$ cat src/rtl/m92_pkg.sv
// m92 shared ROM helpers.
// Address mapping and line slicing used by rom_loader and rom_reader.
package m92_pkg;

  localparam int unsigned LINE_W = 64;

  // 64-byte block reorder: logical bit 6 lands on physical bit 2
  function automatic logic [24:0] rom_reorder_64(
    input logic [24:0] off
  );
    return {off[24:7], off[5:2], off[6], off[1:0]};
  endfunction

  // 16-bit word n of a cached line, even byte in the low half
  function automatic logic [15:0] line_word(
    input logic [LINE_W-1:0] line,
    input logic [1:0]        idx
  );
    return line[{idx, 4'b0} +: 16];
  endfunction

endpackage

$ cat src/rtl/rom_reader.sv
// rom_reader: 16-bit read client for SDRAM-resident ROM regions.
// Single-line 64-bit cache in front of a toggle req/ack line fetch.
module rom_reader
  import m92_pkg::*;
#(
  parameter logic [24:0] BASE_ADDR  = 25'd0,
  parameter bit          REORDER_64 = 1'b0
) (
  input  logic        ram_clk,
  input  logic        reset_n,
  input  logic        rd_req,
  input  logic [23:0] rd_addr,
  output logic [15:0] rd_data,
  output logic        rd_valid,
  output logic        busy,
  input  logic        flush,
  output logic [24:0] sdr_addr,
  output logic        sdr_req,
  input  logic        sdr_ack,
  input  logic [63:0] sdr_q
);

  typedef enum logic [1:0] {
    IDLE,
    FETCH,
    RESP
  } state_e;

  state_e        state_q;
  logic [63:0]   line_q;
  logic [21:0]   tag_q;
  logic          valid_q;
  logic [1:0]    widx_q;
  logic [21:0]   ntag_q;
  logic          fseen_q;
  logic [15:0]   data_q;
  logic          rvalid_q;
  logic          busy_q;
  logic [24:0]   saddr_q;
  logic          sreq_q;

  logic [24:0]   off_d;
  logic [24:0]   phys_d;
  logic          hit_d;
  logic          unused_bit;

  // Logical-to-physical translation and tag compare
  always_comb begin
    off_d  = {1'b0, rd_addr};
    phys_d = BASE_ADDR
           + (REORDER_64 ? rom_reorder_64(off_d) : off_d);
    hit_d  = valid_q
           && (tag_q == phys_d[24:3])
           && !flush;
  end

  assign unused_bit = phys_d[0];

  // Cache/fetch FSM with registered outputs
  always_ff @(posedge ram_clk or negedge reset_n) begin
    if (!reset_n) begin
      state_q  <= IDLE;
      line_q   <= '0;
      tag_q    <= '0;
      valid_q  <= 1'b0;
      widx_q   <= '0;
      ntag_q   <= '0;
      fseen_q  <= 1'b0;
      data_q   <= '0;
      rvalid_q <= 1'b0;
      busy_q   <= 1'b0;
      saddr_q  <= '0;
      sreq_q   <= 1'b0;
    end else begin
      rvalid_q <= 1'b0;
      unique case (state_q)
        IDLE: begin
          if (flush) valid_q <= 1'b0;
          if (rd_req) begin
            if (hit_d) begin
              data_q   <= line_word(line_q, phys_d[2:1]);
              rvalid_q <= 1'b1;
            end else begin
              saddr_q <= {phys_d[24:3], 3'b000};
              sreq_q  <= ~sreq_q;
              widx_q  <= phys_d[2:1];
              ntag_q  <= phys_d[24:3];
              fseen_q <= 1'b0;
              busy_q  <= 1'b1;
              state_q <= FETCH;
            end
          end
        end
        FETCH: begin
          if (flush) fseen_q <= 1'b1;
          if (sdr_ack == sreq_q) begin
            line_q  <= sdr_q;
            tag_q   <= ntag_q;
            valid_q <= ~(fseen_q | flush);
            state_q <= RESP;
          end
        end
        RESP: begin
          if (flush) valid_q <= 1'b0;
          data_q   <= line_word(line_q, widx_q);
          rvalid_q <= 1'b1;
          busy_q   <= 1'b0;
          state_q  <= IDLE;
        end
        default: state_q <= IDLE;
      endcase
    end
  end

  assign rd_data  = data_q;
  assign rd_valid = rvalid_q;
  assign busy     = busy_q;
  assign sdr_addr = saddr_q;
  assign sdr_req  = sreq_q;

endmodule
$ cat config.mk
export PLATFORM = sky130hd
export DESIGN_NAME = rom_reader
export DESIGN_NICKNAME = d
export VERILOG_FILES = /design/src/rtl/m92_pkg.sv /design/src/rtl/rom_reader.sv
export SDC_FILE = /design/constraint.sdc
export NUM_CORES = 1
export LEC_CHECK = 0
export CORE_MARGIN = 5
export CORE_UTILIZATION = 45
export CTS_CLUSTER_DIAMETER = 30
export DETAILED_ROUTE_END_ITERATION = 6
export PLACE_DENSITY = 0.77
export SETUP_SLACK_MARGIN = 0.3
export SLEW_MARGIN = 30
export SYNTH_ARGS = -nofsm -noshare
export SYNTH_HDL_FRONTEND = slang
export SYNTH_SLANG_ARGS = --single-unit
$ cat constraint.sdc
create_clock -name ram_clk -period 2.2 [get_ports ram_clk]
set_clock_uncertainty 0.15 [all_clocks]
set_input_delay 0.44 -clock ram_clk [delete_from_list [all_inputs] [get_ports ram_clk]]
set_output_delay 0.44 -clock ram_clk [all_outputs]
set_load 0.05 [all_outputs]
==> results of run 1 <==
==> worst max-delay path: stages (launching register included) <==
cell and delay [ns]:
dfrtp_1 0.40, xor2_2 0.17, nor4_4 0.35, nand2_2 0.12
o41ai_4 0.34, buf_6 0.17, buf_6 0.11, buf_16 0.13
mux2_4 0.30
==> flip-flops by register name, indices dropped and copies added, names as in the netlist <==
name	count
line_q	64
sdr_addr	21
tag_q	21
rd_data	16
state_q	2
widx_q	2
busy	1
fseen_q	1
rd_valid	1
sdr_req	1
valid_q	1
==> synth_stat cells (2+ instances only) <==
master | instances | area (um^2)
o21ai_0 | 2 | 10.0
inv_1 | 3 | 11.3
xor2_1 | 21 | 184
nor4_1 | 2 | 12.5
mux2_2 | 115 | 1290
mux4_2 | 12 | 270
clkbuf_1 | 6 | 22.5
dfrtp_1 | 131 | 3280
nor4_2 | 2 | 25.0
mux4_1 | 4 | 105
nand2_1 | 4 | 15.0
mux2_4 | 9 | 135
nor2_1 | 2 | 7.51
xnor2_1 | 2 | 17.5
buf_4 | 4 | 30.0
buf_2 | 6 | 30.0
==> routing by layer <==
layer / part of all wire / GRT usage
met1: 0.42 / 0.236
met2: 0.51 / 0.312
met3: 0.051 / 0.0608
met4: 0.020 / 0.0700
met5: 0 / 0
==> kinds of logic after synthesis <==
group | count (synthesis)
other cells | 1
simple gates | 17
mux | 142
flops | 131
xor+xnor | 23
compound gates | 8
buf+inv | 21
==> layout by cell type (no fill, tap or decap), types with 12 or more instances in the layout <==
| cell type | Yosys | routed |
|---|---|---|
| dfrtp_1 | 131 | 130 |
| mux2_4 | 9 | 74 |
| clkdlybuf4s50_1 | 0 | 74 |
| mux2_2 | 115 | 50 |
| clkdlybuf4s15_2 | 0 | 21 |
| clkbuf_16 | 0 | 18 |
| xor2_1 | 21 | 16 |
| dlygate4sd2_1 | 0 | 16 |
| clkbuf_2 | 0 | 15 |
| mux4_2 | 12 | 12 |
| buf_4 | 4 | 12 |
==> final cells by class <==
class,instances,share of cell area
timing repair buffer,173,0.222
tap,168,0.0243
clock buffer,21,0.0521
sequential,131,0.380
clock inverter,11,0.0185
multi-input combinational,194,0.302
inverter,3,0.00130
==> repair_timing <==
item / in CTS / in global routing
buffers inserted: 8 / 5
gates resized for setup: 172 / 41
pin swaps: 10 / 5
cloned: 7 / 1
setup endpoints to repair: 94 / 145
==> worst min path at each step <==
stage	end	startpoint	slack [ns]
4_1_cts	sdr_addr[6]	reset_n	0.02
3_5_place_dp	line_q[2]	line_q[2]	0.34
2_1_floorplan	busy	reset_n	-0.006
5_1_grt	sdr_addr[20]	reset_n	0.05
6_report	sdr_addr[20]	reset_n	-0.005
3_3_place_gp	fseen_q	fseen_q	0.33
==> where the power goes <==
group	switching (mW)	internal [mW]	leakage, nW
combinational	3.16	3.87	2.01
sequential	0.794	3.68	1.55
clock	0.990	1.91	0.297
==> per-stage QoR <==
stage	setup WS [ns]	cells	power [mW]	hold slack, ns	instance area [um^2]
6_report	-0.167	701	14.4	-0.00468	8640
3_3_place_gp	-0.660	648	10.3	0.332	7440
5_1_grt	-0.223	701	15.1	0.0482	8640
2_1_floorplan	-0.153	346	8.61	-0.00559	5770
3_5_place_dp	-0.646	648	10.5	0.341	7440
4_1_cts	-0.140	695	14.3	0.0218	8560
==> impl_results.md, run 1 <==
* GRT overflow at 0
* Post-Synthesis Cells at 343
* Root buf cell: clkbuf_16
* Clk Latency, worst-skew pair at 0.41 ns
* Worst setup SP type: flip-flop
* R2R Path Start: tag_q[12]
* IO Port Bufs at 131
* Mean Syn Cell Area at 16.4 um^2
* Gr usage total at 0.190
* TritonCTS buffer count at 17
* Min Tclk post-route at 2.37 ns
* Ys Warns at 0
* Reg2Reg Setup Slack at -0.17 ns
* Setup CP Type: reg2reg
* Area of the multi-input gates at 2610 um^2
* RSZ-0062 raised after global routing: yes
* N_diodes at 0
* DRT iter0 DRCs at 220
* Synthesis-to-finish area growth at 53.3%
* IO Pins at 137
* # DRC at 0
* Die H at 122 um
* Final Util at 0.710
* CP Capture Type: flip-flop
* FF-to-FF End: rd_data[11]
* Final hold vios at 3
* Unique cell type count in the Yosys netlist at 34
* RePlAce Congestion at 0.736
* CP endpoint: rd_data[11]
* Final ANT Viol Nets at 0
* Critical Path RT at 2.34 ns
* Worst-Margin Slew at 0.670 ns
* Fraction of layout cells with a size suffix above 1 at 0.501
* Asr flop ratio synth at 1.00
* Tcrit/Tclk final at 1.08
* Die area at 14900 um^2
* Mux contribution to synthesized area at 0.325
* Synth Area in Compound Gates at 0.0135
* CP max FO at 8
* HPWL Detailed at 8510 um
* Simple-gate share of the synthesized area at 0.0222
* Pwr per Cell Area at 1670 nW/um^2
* Worst rel slew slack at 0.553
* First-pass GRT wire length at 21400 um
* Sequential fraction of the synthesis area at 0.582
* Final worst setup slack at -0.167 ns
* Pre-antenna DRT Iters at 4
* Dominant synthesized flop cell: dfrtp_1
* Failing checks: hold timing, setup timing
* Worst-case hold slack at -0.00468 ns
* TritonCTS clock tree: yes
* Leakage at 3.86 nW
* Vias in the first global route at 3971
* Drt via density at 5.00
* Mean routed wirelength per cell at 19.4 um
* Via count at 3503
* Row cnt at 40
* Flops & latches, synth at 131
* Number of flops mapped to enable cells by yosys at 0
* Worst vdd ir at 902 uV
* Final #Nets at 613
* Std-Cell Core Area at 12200 um^2
* Worst min-delay path category: in2async
* # H-tree levels at 4
* Critical path origin: tag_q[12]
* Die Wd at 122 um
* # setup viols final at 39
* Largest family of logic cells by synthesized area: multiplexers
* Largest net degree at the start of global routing at 132
* Initial antenna violation count at 0
* # fillers at 779
* FMAX at 422 MHz
* Worst R2R Path Depth at 8
* Max_cap viols at 0
* Cell Area, Synth at 5630 um^2
* Outcome: finished, violations left
* Sum Neg Setup Slack at -3.39 ns
* Synth Area in Adders at 0
* Hold Buf Count CTS at 0
* Clock Sinks at 131
* Clk pin slew, worst setup/hold paths at 0.06 ns
* Total Routed Length at 13600 um
* Initial Utilization at 0.463
* Arrival time at the worst endpoint at 2.51 ns
* Sequential cell area at 3280 um^2
* CTS Buffer Depth at 2
* Slew Limit Fails at 0
* Post-synthesis xor/xnor area fraction at 0.0358
Power figures use the tool's default switching activity.
==> run 2: changes to the inputs <==
Settings changed: CORE_UTILIZATION 45 to 53, PLACE_DENSITY 0.77 to 0.85.
Clock period 2.2 ns to 2.9 ns, I/O delays scaled along.
==> run 2 against run 1 <==
Largest cell class unchanged. Die area decreased by 14%. Critical path depth fell by 7. Global-route usage increased by 1.0 points. Clock power is 31% lower. Clock-buffer cell count unchanged. Setup slack improved by 0.60 ns. Hold slack gained 0.35 ns. The run now ends clean. Final area down 10%. Via count down 5.3%. Register-to-register slack gained 0.75 ns.
==> impl_results.md, run 2 (synthesized netlist as in run 1, its figures left out) <==
* Largest register FFs at 64 (unchanged)
* DRT iter0 DRCs at 100 (was 220)
* HPWL Detailed at 8300 um (was 8510 um)
* Arrival time at the worst endpoint at 1.74 ns (was 2.51 ns)
* # H-tree levels at 4 (unchanged)
* GRT overflow at 0 (unchanged)
* Clk Latency, worst-skew pair at 0.51 ns (was 0.41 ns)
* Largest Register: line_q (unchanged)
* Worst min-delay path category: reg2reg (was in2async)
* Clk pin slew, worst setup/hold paths at 0.06 ns (about the same)
* Worst-case hold slack at 0.348 ns (was -0.00468 ns)
* FMAX at 406 MHz
* Final #Nets at 585 (was 613)
* Critical Path RT at 2.17 ns (was 2.34 ns)
* Synthesis-to-finish area growth at 37.4% (was 53.3%)
* CTS Buffer Depth at 2 (unchanged)
* Drt via density at 5.18 (was 5.00)
* Worst rel slew slack at 0.611 (was 0.553)
* Pre-antenna DRT Iters at 4 (unchanged)
* Mean routed wirelength per cell at 18.5 um (was 19.4 um)
* Slew Limit Fails at 0 (unchanged)
* Die H at 113 um (was 122 um)
* Crit path max-delay family: buffers and inverters (was simple AND/OR/NAND/NOR gates)
* Final worst setup slack at 0.435 ns (was -0.167 ns)
* Leakage at 3.26 nW (was 3.86 nW)
* Via count at 3318 (was 3503)
* Vias in the first global route at 3854 (was 3971)
* Std-Cell Core Area at 10400 um^2 (was 12200 um^2)
* Gr usage total at 0.200 (was 0.190)
* Final hold vios at 0 (was 3)
* Crit path cell chain: clkdlybuf4s50_1 (was xor2_2 > nor4_4 > nand2_2 > o41ai_4 > buf_6 > buf_6 > buf_16 > mux2_4)
* Die area at 12800 um^2 (was 14900 um^2)
* Clock Sinks at 131 (unchanged)
* Worst vdd ir at 598 uV (was 902 uV)
* Pwr per Cell Area at 1240 nW/um^2 (was 1670 nW/um^2)
* Fraction of layout cells with a size suffix above 1 at 0.376 (was 0.501)
* First-pass GRT wire length at 19800 um (was 21400 um)
* # setup viols final at 0 (was 39)
* Max_cap viols at 0 (unchanged)
* Fin area at 7740 um^2 (was 8640 um^2)
* Total Routed Length at 11800 um (was 13600 um)
* Buffer and inverter count on the worst path at 1 (was 3)
* CP Capture Type: output pin (was flip-flop)
* Setup CP Type: reg2out (was reg2reg)
* IO Port Bufs at 131 (unchanged)
* Initial antenna violation count at 0 (unchanged)
* IO Pins at 137 (unchanged)
* Worst path slowest cell: clkdlybuf4s50_1 (was dfrtp_1)
* Row cnt at 37 (was 40)
* Commonest non-fill, non-tap cells in the layout: 131 x dfrtp_1, 130 x clkdlybuf4s50_1, 115 x mux2_2 (was 130 x dfrtp_1, 74 x mux2_4, 74 x clkdlybuf4s50_1)
* # DRC at 0 (unchanged)
* RePlAce Congestion at 0.772 (was 0.736)
* Final ANT Viol Nets at 0 (unchanged)
* Most common cell after layout, fill and taps aside: dfrtp_1 (unchanged)
* CP max FO at 3 (was 8)
* Die Wd at 113 um (was 122 um)
* RSZ-0062 raised after global routing: no (was yes)
* Worst-Margin Slew at 0.581 ns (was 0.670 ns)
* Worst setup SP type: flip-flop (unchanged)
* Largest net degree at the start of global routing at 76 (was 132)
* Tcrit/Tclk final at 0.850
* DP Worst Slack at -0.0762 ns (was -0.646 ns)
* Initial Utilization at 0.543 (was 0.463)
* # fillers at 632 (was 779)
* CP max stage delay at 0.83 ns (was 0.40 ns)
* Min Tclk post-route at 2.47 ns
* Area of placed instances at 7170 um^2 (was 7440 um^2)
* Outcome: finished clean (was finished, violations left)
* N_diodes at 0 (unchanged)
* Root buf cell: clkbuf_8 (was clkbuf_16)
* TritonCTS buffer count at 17 (unchanged)
* TritonCTS clock tree: yes (unchanged)
[run 2: path summary, 6_finish.rpt]
check,cells past startpoint,slack [ns],end,from
setup / recovery,1,0.43,sdr_req,sdr_req
hold / removal,1,0.35,line_q[11],line_q[11]
setup reg to reg,6,0.58,rd_data[5],tag_q[8]
hold reg to reg,1,0.35,line_q[11],line_q[11]
max in group asynchronous,3,1.41,rd_data[3],reset_n
min in group asynchronous,2,0.42,sdr_addr[11],reset_n
[run 2: final cells by class]
class | count | area, um^2 | share of cell area
inverter | 3 | 11.3 | 0.00145
tap | 136 | 170 | 0.0220
timing repair buffer | 145 | 1460 | 0.188
multi-input combinational | 194 | 2260 | 0.293
clock buffer | 21 | 449 | 0.0580
clock inverter | 11 | 110 | 0.0142
sequential | 131 | 3280 | 0.423
[run 2: worst reg2reg max path, cell delays in order, from the launching register on]
cell	delay, ns
dfrtp_1	0.38
xor2_1	0.14
nor4_1	0.39
nand2_1	0.19
o41ai_4	0.36
buf_12	0.23
mux2_2	0.35
[run 2: through the flow]
stage | instances | TNS, ns | total power, mW | utilization
after floorplan | 346 | 0 | 6.34 | -
after global placement | 608 | -1.60 | 7.47 | 0.692
after detailed placement | 608 | -1.80 | 7.65 | 0.692
after CTS | 641 | 0 | 9.70 | 0.747
after global routing | 641 | 0 | 10.1 | 0.747
final | 641 | 0 | 9.58 | 0.747
[run 2: routing by layer]
metal	track usage	part of all wire	vias up	wire, um
li1	-	-	1543	-
met1	0.245	0.42	1671	4920
met2	0.338	0.52	89	6120
met3	0.0556	0.050	15	589
met4	0.0785	0.017	0	207
met5	0	0	-	0
[run 2: what timing repair did]
action                    CTS  global route
hold buffers                1             0
buffers inserted            0             0
hold endpoints to repair   52             0
resized for setup           0             0
[run 2: power breakdown]
group / total, mW / switching, mW / internal, mW
Combinational: 4.26 / 2.09 / 2.17
Clock: 1.99 / 0.732 / 1.26
Sequential: 3.34 / 0.547 / 2.79
Total: 9.58 / 3.37 / 6.21
==> run 3: changes to the inputs <==
Settings changed: RECOVER_POWER set to 50.
==> run 3 against run 2 <==
Combinational power about the same. Die area unchanged. Sequential power about the same. Sequential share of layout area increased by 0.19 points. Total power decreased by 0.30%. Clock-buffer cell count unchanged. Maximum frequency decreased by 3.1%. Final area decreased by 0.44%. Critical path depth increased by 4. Register-to-register slack got worse by 0.15 ns. Non-clock buffer count unchanged. Largest power group unchanged.
==> impl_results.md, run 3 (synthesized netlist as in run 1, its figures left out) <==
* Mean routed wirelength per cell at 18.5 um (about the same)
* Pwr per Cell Area at 1240 nW/um^2 (about the same)
* Reg2Reg Setup Slack at 0.43 ns (was 0.58 ns)
* Initial antenna violation count at 0 (unchanged)
* Worst-case hold slack at 0.346 ns (was 0.348 ns)
* Min Tclk post-route at 2.54 ns (was 2.47 ns)
* Worst setup SP type: input port (was flip-flop)
* Via count at 3317 (was 3318)
* N_diodes at 0 (unchanged)
* Outcome: finished clean (unchanged)
* Vias in the first global route at 3854 (unchanged)
* RSZ-0062 raised after global routing: no (unchanged)
* Row cnt at 37 (unchanged)
* IO Pins at 137 (unchanged)
* FMAX at 393 MHz (was 406 MHz)
* # setup viols final at 0 (unchanged)
* Max_cap viols at 0 (unchanged)
* Worst vdd ir at 600 uV (was 598 uV)
* Initial Utilization at 0.543 (unchanged)
* # DRC at 0 (unchanged)
* Clk Latency, worst-skew pair at 0.51 ns (about the same)
* # H-tree levels at 4 (unchanged)
* Total Routed Length at 11800 um (about the same)
* RePlAce Congestion at 0.772 (unchanged)
* Std-Cell Core Area at 10400 um^2 (unchanged)
* Gr usage total at 0.200 (unchanged)
* Sequential cell area at 3280 um^2 (unchanged)
* CP max stage delay at 0.85 ns (was 0.83 ns)
* Setup CP Type: in2reg (was reg2out)
* Clk pin slew, worst setup/hold paths at 0.05 ns (was 0.06 ns)
* First-pass GRT wire length at 19800 um (unchanged)
* CP max FO at 75 (was 3)
* Final hold vios at 0 (unchanged)
* Final worst setup slack at 0.357 ns (was 0.435 ns)
* Die Wd at 113 um (unchanged)
* Arrival time at the worst endpoint at 2.79 ns (was 1.74 ns)
* Largest Register: line_q (unchanged)
* Clock Sinks at 131 (unchanged)
* DP Worst Slack at -0.0762 ns (unchanged)
* Area of the multi-input gates at 2250 um^2 (was 2260 um^2)
* Post-cts sizing count at 0 (unchanged)
* Die area at 12800 um^2 (unchanged)
* HPWL Detailed at 8300 um (unchanged)
* TritonCTS clock tree: yes (unchanged)
* Pre-antenna DRT Iters at 4 (unchanged)
* # fillers at 641 (was 632)
* Slew Limit Fails at 0 (unchanged)
* Commonest non-fill, non-tap cells in the layout: 131 x dfrtp_1, 130 x clkdlybuf4s50_1, 115 x mux2_2 (unchanged)
* Worst path slowest cell: clkbuf_4 (was clkdlybuf4s50_1)
* Worst rel slew slack at 0.110 (was 0.611)
* Most common cell after layout, fill and taps aside: dfrtp_1 (unchanged)
* DRT iter0 DRCs at 108 (was 100)
* Largest net degree at the start of global routing at 76 (unchanged)
* GRT overflow at 0 (unchanged)
* Postcts setup bufs at 0 (unchanged)
* Critical Path RT at 3.14 ns (was 2.17 ns)
* CP Capture Type: flip-flop (was output pin)
* Fraction of layout cells with a size suffix above 1 at 0.370 (was 0.376)
* TritonCTS buffer count at 17 (unchanged)
* Worst min-delay path category: reg2reg (unchanged)
* Final #Nets at 585 (unchanged)
* Final ANT Viol Nets at 0 (unchanged)
* Leakage at 3.25 nW (was 3.26 nW)
* Worst-Margin Slew at 1.34 ns (was 0.581 ns)
* Largest register FFs at 64 (unchanged)
* CTS Buffer Depth at 2 (unchanged)
* Tcrit/Tclk final at 0.877 (was 0.850)
* IO Port Bufs at 131 (unchanged)
* Synthesis-to-finish area growth at 36.8% (was 37.4%)
* Root buf cell: clkbuf_8 (unchanged)
* Die H at 113 um (unchanged)
* Drt via density at 5.17 (was 5.18)
* Hold Buf Count CTS at 1 (unchanged)
* Crit path cell chain: clkdlybuf4s50_1 > xor2_1 > nor3b_1 > clkbuf_4 > mux2_2 (was clkdlybuf4s50_1)
-- run 3: final cells by class --
| cell class | instances | share of cell area |
|---|---|---|
| tap | 136 | 0.0221 |
| inverter | 3 | 0.00146 |
| clock buffer | 21 | 0.0583 |
| sequential | 131 | 0.425 |
| timing repair buffer | 145 | 0.186 |
| clock inverter | 11 | 0.0143 |
| multi-input combinational | 194 | 0.292 |
-- run 3: final timing paths --
check                              to  startpoint  cells past startpoint
setup / recovery           line_q[32]     sdr_ack                      5
max in group asynchronous  rd_data[3]     reset_n                      3
setup reg to reg           line_q[32]     sdr_req                      4
hold reg to reg               fseen_q     fseen_q                      1
min in group asynchronous    tag_q[8]     reset_n                      2
hold / removal                fseen_q     fseen_q                      1
-- run 3: worst max-delay path, delay by kind of cell --
family	cells	cell delay, ns
simple gates	1	0.25
buf+inv	2	1.29
xor+xnor	1	0.17
mux	1	0.42
-- run 3: power by group --
group	switching, mW	leakage (nW)	internal [mW]	total [mW]
sequential	0.546	1.55	2.79	3.34
clock	0.731	0.277	1.26	1.99
combinational	2.08	1.42	2.15	4.23
-- run 3: per-layer routing --
layer	GRT usage	share of wire	up-vias
met5	0	0	-
met4	0.0785	0.017	0
met3	0.0556	0.050	15
met2	0.338	0.52	89
met1	0.245	0.41	1671
li1	-	-	1542
-- run 3: per-stage QoR --
stage                     utilization  area (um^2)  setup TNS (ns)  power (mW)  instances
after global routing            0.743         7710               0        10.1        641
after floorplan                     -         5650               0        6.34        346
after global placement          0.692         7170           -1.60        7.47        608
after CTS                       0.747         7740               0        9.70        641
after detailed placement        0.692         7170           -1.80        7.65        608
final                           0.743         7710               0        9.55        641
